`src/rtl/cache_mem_arbiter_if.sv`:
```
// rtl/cache_mem_arbiter_if.sv - icache/dcache/memory signal bundle for cache_mem_arbiter
//
// Purpose: groups the icache request/response, dcache request/response and
//          256-bit memory port signals into one interface.
// Modports:
//   master - arbiter view: takes cache requests and memory replies, drives
//            cache responses and memory strobes.
//   slave  - environment view (caches plus memory), the mirror of master.
// Signals:
//   i_read, i_addr / i_rdata, i_resp            icache line read channel
//   d_read, d_write, d_addr, d_wdata /
//   d_rdata, d_resp                             dcache read/writeback channel
//   mem_read, mem_write, mem_addr, mem_wdata /
//   mem_rdata, mem_resp                         shared memory port

interface cache_mem_arbiter_if #(
    parameter int LINE_W = 256,
    parameter int ADDR_W = 32
);
    logic              i_read;
    logic [ADDR_W-1:0] i_addr;
    logic [LINE_W-1:0] i_rdata;
    logic              i_resp;

    logic              d_read;
    logic              d_write;
    logic [ADDR_W-1:0] d_addr;
    logic [LINE_W-1:0] d_wdata;
    logic [LINE_W-1:0] d_rdata;
    logic              d_resp;

    logic              mem_read;
    logic              mem_write;
    logic [ADDR_W-1:0] mem_addr;
    logic [LINE_W-1:0] mem_wdata;
    logic [LINE_W-1:0] mem_rdata;
    logic              mem_resp;

    modport master (
        input  i_read, i_addr,
        output i_rdata, i_resp,
        input  d_read, d_write, d_addr, d_wdata,
        output d_rdata, d_resp,
        output mem_read, mem_write, mem_addr, mem_wdata,
        input  mem_rdata, mem_resp
    );

    modport slave (
        output i_read, i_addr,
        input  i_rdata, i_resp,
        output d_read, d_write, d_addr, d_wdata,
        input  d_rdata, d_resp,
        input  mem_read, mem_write, mem_addr, mem_wdata,
        output mem_rdata, mem_resp
    );
endinterface

```
`src/rtl/cache_mem_arbiter.sv`:
```
// rtl/cache_mem_arbiter.sv - shares one memory line port between icache and dcache miss paths
//
// Purpose: captures one icache or dcache request, runs it on the memory port,
//          returns the line and a one-cycle resp pulse to the winning side.
//          Ties go round-robin (D_PRIO=0) or always to the dcache (D_PRIO=1).
// Ports:
//   clk  - clock
//   rst  - synchronous active-high reset
//   bus  - cache_mem_arbiter_if.master (cache channels and memory port)
// All outputs are registered and reset to 0.

module cache_mem_arbiter #(
    parameter int LINE_W = 256,
    parameter int ADDR_W = 32,
    parameter int D_PRIO = 0
) (
    input logic                 clk,
    input logic                 rst,
    cache_mem_arbiter_if.master bus
);
    typedef enum logic [1:0] {
        IDLE  = 2'd0,
        MEM_I = 2'd1,
        MEM_D = 2'd2,
        DONE  = 2'd3
    } state_t;

    state_t            state_q;
    logic              last_grant_q;   // 0 = icache, 1 = dcache
    logic              mem_read_q;
    logic              mem_write_q;
    logic [ADDR_W-1:0] mem_addr_q;
    logic [LINE_W-1:0] mem_wdata_q;
    logic [LINE_W-1:0] i_rdata_q;
    logic [LINE_W-1:0] d_rdata_q;
    logic              i_resp_q;
    logic              d_resp_q;

    logic i_req;
    logic d_req;
    logic grant_any;
    logic grant_d;

    // Arbitration decision, only consumed in IDLE.
    always_comb begin
        i_req     = bus.i_read;
        d_req     = bus.d_read | bus.d_write;
        grant_any = i_req | d_req;
        if (i_req && d_req) begin
            // Tie: fixed D priority, or the side that did not win last time.
            grant_d = (D_PRIO != 0) || !last_grant_q;
        end else begin
            grant_d = d_req;
        end
    end

    always_ff @(posedge clk) begin
        if (rst) begin
            state_q      <= IDLE;
            last_grant_q <= 1'b0;
            mem_read_q   <= 1'b0;
            mem_write_q  <= 1'b0;
            mem_addr_q   <= '0;
            mem_wdata_q  <= '0;
            i_rdata_q    <= '0;
            d_rdata_q    <= '0;
            i_resp_q     <= 1'b0;
            d_resp_q     <= 1'b0;
        end else begin
            i_resp_q <= 1'b0;
            d_resp_q <= 1'b0;
            case (state_q)
                IDLE: begin
                    if (grant_any) begin
                        last_grant_q <= grant_d;
                        if (grant_d) begin
                            mem_addr_q  <= {bus.d_addr[ADDR_W-1:5], 5'b0};
                            mem_wdata_q <= bus.d_wdata;
                            // Read+write together is illegal; the writeback wins.
                            mem_write_q <= bus.d_write;
                            mem_read_q  <= ~bus.d_write;
                            state_q     <= MEM_D;
                        end else begin
                            mem_addr_q  <= {bus.i_addr[ADDR_W-1:5], 5'b0};
                            mem_write_q <= 1'b0;
                            mem_read_q  <= 1'b1;
                            state_q     <= MEM_I;
                        end
                    end
                end
                MEM_I: begin
                    if (bus.mem_resp) begin
                        mem_read_q  <= 1'b0;
                        mem_write_q <= 1'b0;
                        i_rdata_q   <= bus.mem_rdata;
                        i_resp_q    <= 1'b1;
                        state_q     <= DONE;
                    end
                end
                MEM_D: begin
                    if (bus.mem_resp) begin
                        mem_read_q  <= 1'b0;
                        mem_write_q <= 1'b0;
                        // A writeback leaves the dcache line register untouched.
                        if (mem_read_q) begin
                            d_rdata_q <= bus.mem_rdata;
                        end
                        d_resp_q    <= 1'b1;
                        state_q     <= DONE;
                    end
                end
                DONE: begin
                    // One dead cycle lets the served side drop its request
                    // before arbitration looks at it again.
                    state_q <= IDLE;
                end
                default: state_q <= IDLE;
            endcase
        end
    end

    assign bus.mem_read  = mem_read_q;
    assign bus.mem_write = mem_write_q;
    assign bus.mem_addr  = mem_addr_q;
    assign bus.mem_wdata = mem_wdata_q;
    assign bus.i_rdata   = i_rdata_q;
    assign bus.i_resp    = i_resp_q;
    assign bus.d_rdata   = d_rdata_q;
    assign bus.d_resp    = d_resp_q;
endmodule

```
`src/flat_wrapper.sv`:
```
// flat-port wrapper written by rule: the top's interface ports become plain ports
module cache_mem_arbiter_flat 
#(
    parameter int LINE_W = 256,
    parameter int ADDR_W = 32,
    parameter int D_PRIO = 0
)
  (clk, rst, bus_i_read, bus_i_addr, bus_i_rdata, bus_i_resp, bus_d_read, bus_d_write, bus_d_addr, bus_d_wdata, bus_d_rdata, bus_d_resp, bus_mem_read, bus_mem_write, bus_mem_addr, bus_mem_wdata, bus_mem_rdata, bus_mem_resp);
  cache_mem_arbiter_if #(.LINE_W(LINE_W), .ADDR_W(ADDR_W)) bus_i ();
  input logic clk;
  input logic rst;
  input wire logic [$bits(bus_i.i_read)-1:0] bus_i_read;
  input wire logic [$bits(bus_i.i_addr)-1:0] bus_i_addr;
  output wire logic [$bits(bus_i.i_rdata)-1:0] bus_i_rdata;
  output wire logic [$bits(bus_i.i_resp)-1:0] bus_i_resp;
  input wire logic [$bits(bus_i.d_read)-1:0] bus_d_read;
  input wire logic [$bits(bus_i.d_write)-1:0] bus_d_write;
  input wire logic [$bits(bus_i.d_addr)-1:0] bus_d_addr;
  input wire logic [$bits(bus_i.d_wdata)-1:0] bus_d_wdata;
  output wire logic [$bits(bus_i.d_rdata)-1:0] bus_d_rdata;
  output wire logic [$bits(bus_i.d_resp)-1:0] bus_d_resp;
  output wire logic [$bits(bus_i.mem_read)-1:0] bus_mem_read;
  output wire logic [$bits(bus_i.mem_write)-1:0] bus_mem_write;
  output wire logic [$bits(bus_i.mem_addr)-1:0] bus_mem_addr;
  output wire logic [$bits(bus_i.mem_wdata)-1:0] bus_mem_wdata;
  input wire logic [$bits(bus_i.mem_rdata)-1:0] bus_mem_rdata;
  input wire logic [$bits(bus_i.mem_resp)-1:0] bus_mem_resp;
  assign bus_i.i_read = bus_i_read;
  assign bus_i.i_addr = bus_i_addr;
  assign bus_i_rdata = bus_i.i_rdata;
  assign bus_i_resp = bus_i.i_resp;
  assign bus_i.d_read = bus_d_read;
  assign bus_i.d_write = bus_d_write;
  assign bus_i.d_addr = bus_d_addr;
  assign bus_i.d_wdata = bus_d_wdata;
  assign bus_d_rdata = bus_i.d_rdata;
  assign bus_d_resp = bus_i.d_resp;
  assign bus_mem_read = bus_i.mem_read;
  assign bus_mem_write = bus_i.mem_write;
  assign bus_mem_addr = bus_i.mem_addr;
  assign bus_mem_wdata = bus_i.mem_wdata;
  assign bus_i.mem_rdata = bus_mem_rdata;
  assign bus_i.mem_resp = bus_mem_resp;
  cache_mem_arbiter #(.LINE_W(LINE_W), .ADDR_W(ADDR_W), .D_PRIO(D_PRIO)) u_core (.clk(clk), .rst(rst), .bus(bus_i));
endmodule
```
`config.mk`:
```
export PLATFORM = sky130hd
export DESIGN_NAME = cache_mem_arbiter_flat
export DESIGN_NICKNAME = d
export VERILOG_FILES = /design/src/rtl/cache_mem_arbiter_if.sv /design/src/rtl/cache_mem_arbiter.sv /design/src/flat_wrapper.sv
export SDC_FILE = /design/constraint.sdc
export NUM_CORES = 2
export LEC_CHECK = 0
export ABC_CLOCK_PERIOD_IN_PS = 4100
export BUFFER_PORTS_ARGS = -buffer_cell sky130_fd_sc_hd__buf_2
export CORE_AREA = 2 2 534 536
export DETAILED_ROUTE_END_ITERATION = 10
export DIE_AREA = 0 0 536 538
export PLACE_DENSITY_LB_ADDON = 0.08
export SLEW_MARGIN = 10
export SYNTH_ARGS = -nofsm -noshare
export SYNTH_HDL_FRONTEND = slang
export SYNTH_SLANG_ARGS = --single-unit
```
`constraint.sdc`:
```
create_clock -name clk -period 4.1 [get_ports clk]
set_clock_uncertainty 0.2 [all_clocks]
set_input_delay 0.205 -clock clk [delete_from_list [all_inputs] [get_ports clk]]
set_output_delay 0.205 -clock clk [all_outputs]
set_load 0.02 [all_outputs]
```
==> impl_metrics.yaml <==
critical_path:
  cp_common_cell: "dlygate4sd3_1"
  path_cells: "a2bb2oi_4 > buf_4 > nand2_1 > dlygate4sd3_1 > a311oi_1 > dlygate4sd3_1"
  cpPeakStageDelay_ns: 0.57
  crit_arrival_ns: 3.61
  critPathMaxFanout: 21
  path_depth: 6
  critPathLaunch: "u_core.last_grant_q"
  worstSetupEndpointType: "flip-flop"
  path_class: "reg2reg"
  crit_end: "u_core.bus.mem_addr[7]"
  rrSetupSlack_ns: 1.04
  critPathLaunchType: "flip-flop"
  rr_worst_depth: 6
  cpLargestDelayFamily: "buffers and inverters"
  reg2reg_to: "u_core.bus.mem_addr[7]"
  r2r_start: "u_core.last_grant_q"
  crit_required_ns: 4.65
  cp_slowest_cell: "dlygate4sd3_1"
  crit_buf_inv: 3
run_status:
  status: "complete, no violations"
timing:
  rsz0062_at_grt: "false"
  period_minus_slack_ns: 3.06
  maxSlewViolCount: 0
  period_share: 0.746
  setup_violations: 0
  worst_slack_ns: 1.04
  fmaxAchievable_mhz: 327
  setup_tns_ns: 0
  whs_ns: 0.0683
  hold_viol: 0
  tightest_slew_ns: 0.911
  maxSlewHeadroom: 0.393
global_routing:
  global_route.usage.met2: 0.229
  overflow: 0
  track_usage: 0.133
  grt_pass1_wl_mm: 276
  busiest_layer: "met2"
  grt_max_degree: 104
  met1_usage: 0.149
  use_met3: 0.0483
  grt_pass1_vias: 35600
  antenna_found_initial: 95
synthesis:
  synthCells: 3587
  synth.area.top_cells: "dfxtp_1 56%, nand2_1 14%, a21oi_1 14%"
  yosysTopAreaCell: "dfxtp_1"
  synth_area_um2: 28500
  yosysTopAreaCellShare: 0.562
  ys_types: 32
  yosysWarningCount: 0
  yosysSeqAreaShare: 0.562
  avgSynthCellArea_um2: 7.96
  ys_ff_latch: 802
final_layout:
  area_growth_pct: 95.1
  final_area_um2: 55700
  nFillCells: 32300
  final_net_count: 6618
  layout-drive-gt1-share: 0.267
place:
  io_buffers: 1370
  place.gp.congestion: 0.767
  hpwlAfterDp_mm: 149
  dpl_worst_slack_ns: 1.04
  dpl_cell_area_um2: 39700
clocking:
  ctsResizeCount: 0
  cts_tree: "built"
  clk_latency_ns: 0.82
  cts_root_buf: "clkbuf_16"
  holdBufCountCts: 1207
  clockBufferDepth: 4
  post_cts_buffers: 0
  cts_sinks: 802
  numCtsBuffers: 117
  cts.htree.levels: 3
  cts.clk_slew.worst_paths_ns: 0.06
floorplanning:
  die_area_um2: 288000
  die_x_um: 536
  floorplan.initialDensity: 0.101
  rows: 196
  core_area_um2: 283000
  io_pins: 1386
  die_height_um: 538
route:
  first_pass_iters: 5
  finalWirelength_mm: 202
  routedWlPerCell_um: 20.3
  drtAntennaViolNets: 0
  first_iter_violations: 1301
  via_per_inst: 3.52
  drc: 0
  vias: 34900
power_and_ir_drop:
  power_mw: 29.1
  p_leak_nw: 22.8
  vdd_ir_drop_max_v: 0.000330
  p_per_area_nw_per_um2: 522
flow_run:
  drv_cap: 0
min_path:
  min_path_type: "in2reg"
## cells in the mapped netlist
cell type,number
mux2_2,1
buf_4,6
and2_1,1
nor2_1,29
buf_1,4
a21oi_1,773
clkbuf_1,205
a311oi_1,27
nor2b_1,1
buf_2,119
and3_1,1
a211oi_1,1
nand2_1,1082
o21a_1,1
conb_1,1
a21boi_0,1
nand3_1,257
inv_1,2
nand4b_1,1
or4_1,1
dfxtp_1,802
inv_2,1
or4b_2,1
a2bb2oi_2,1
nand2b_1,1
mux2i_1,1
o31a_1,1
o21ai_0,259
o211ai_1,1
ha_1,3
nor4b_2,1
o2bb2ai_2,1
## registers in the layout, indices dropped and copies added, names as in the netlist
name	cells
u_core.bus.d_rdata	256
u_core.last_grant_q	1
u_core.bus.i_resp	1
u_core.bus.mem_read	1
u_core.bus.d_resp	1
u_core.bus.mem_write	1
u_core.state_q	2
u_core.bus.i_rdata	256
u_core.bus.mem_addr	27
u_core.bus.mem_wdata	256
## worst min path at each step
stage	endpoint	from	cells after the start
2_1_floorplan	u_core.bus.d_rdata[223]	bus_mem_rdata[223]	2
3_3_place_gp	u_core.bus.i_rdata[111]	u_core.bus.i_rdata[111]	2
3_5_place_dp	u_core.bus.d_rdata[176]	u_core.bus.d_rdata[176]	2
4_1_cts	u_core.bus.d_rdata[98]	bus_mem_rdata[98]	4
5_1_grt	u_core.bus.d_rdata[98]	bus_mem_rdata[98]	4
6_report	u_core.bus.d_rdata[3]	bus_mem_rdata[3]	4
## area by class of cell
class	instances	area, um2	share of cell area
Timing Repair Buffer	2657	19900	0.357
Multi-Input combinational cell	2452	11100	0.200
Clock inverter	22	302	0.00541
Clock buffer	182	3470	0.0623
Sequential cell	802	16100	0.288
Tap cell	3762	4710	0.0845
Inverter	3	18.8	0.000337
Antenna cell	54	135	0.00243
## cell usage in the layout, fill, tap and decap left out, types with 29 or more instances in the layout
cell type,netlist,routed
a21oi_1,773,773
nand3_1,257,256
nor2_1,29,29
clkbuf_16,0,117
o21ai_0,259,259
diode_2,0,54
clkbuf_1,205,35
dfxtp_1,802,802
dlygate4sd3_1,0,1207
clkbuf_8,0,30
buf_2,119,1369
buf_4,6,55
nand2_1,1082,1081
## logic make-up (layout without fill, tap and decap cells)
kind of cell,count (synthesis),count (layout),synth area share
compound gates,1066,1066,0.192
fa+ha+maj,3,3,0.00132
buf+inv,337,2864,0.0503
flops,802,802,0.562
mux,2,2,0.000745
other cells,1,59,0.000131
simple gates,1376,1376,0.193
## metrics by stage
stage	util	instances
global route	0.196	9916
global placement	0.140	8469
CTS	0.196	9880
floorplan	-	3591
finish	0.197	9934
detailed placement	0.140	8469
## where the power goes
| group | switching (mW) | internal [mW] | total (mW) |
|---|---|---|---|
| sequential | 0.585 | 8.96 | 9.54 |
| combinational | 6.00 | 3.23 | 9.22 |
| clock | 4.16 | 6.13 | 10.3 |
## layer usage
metal | share of wire | up-vias
met1 | 0.40 | 16400
met3 | 0.085 | 314
met2 | 0.48 | 1160
met4 | 0.038 | 56
li1 | - | 17000
met5 | 0.0017 | -
## tightest hold or removal path: cells and delay by family
family	cells	cell delay, ns
buffers and inverters	2	0.73
and+or+nand+nor	1	0.06
AOI/OAI and AO/OA	1	0.05
Note: power is estimated with default switching activity, not from simulation.
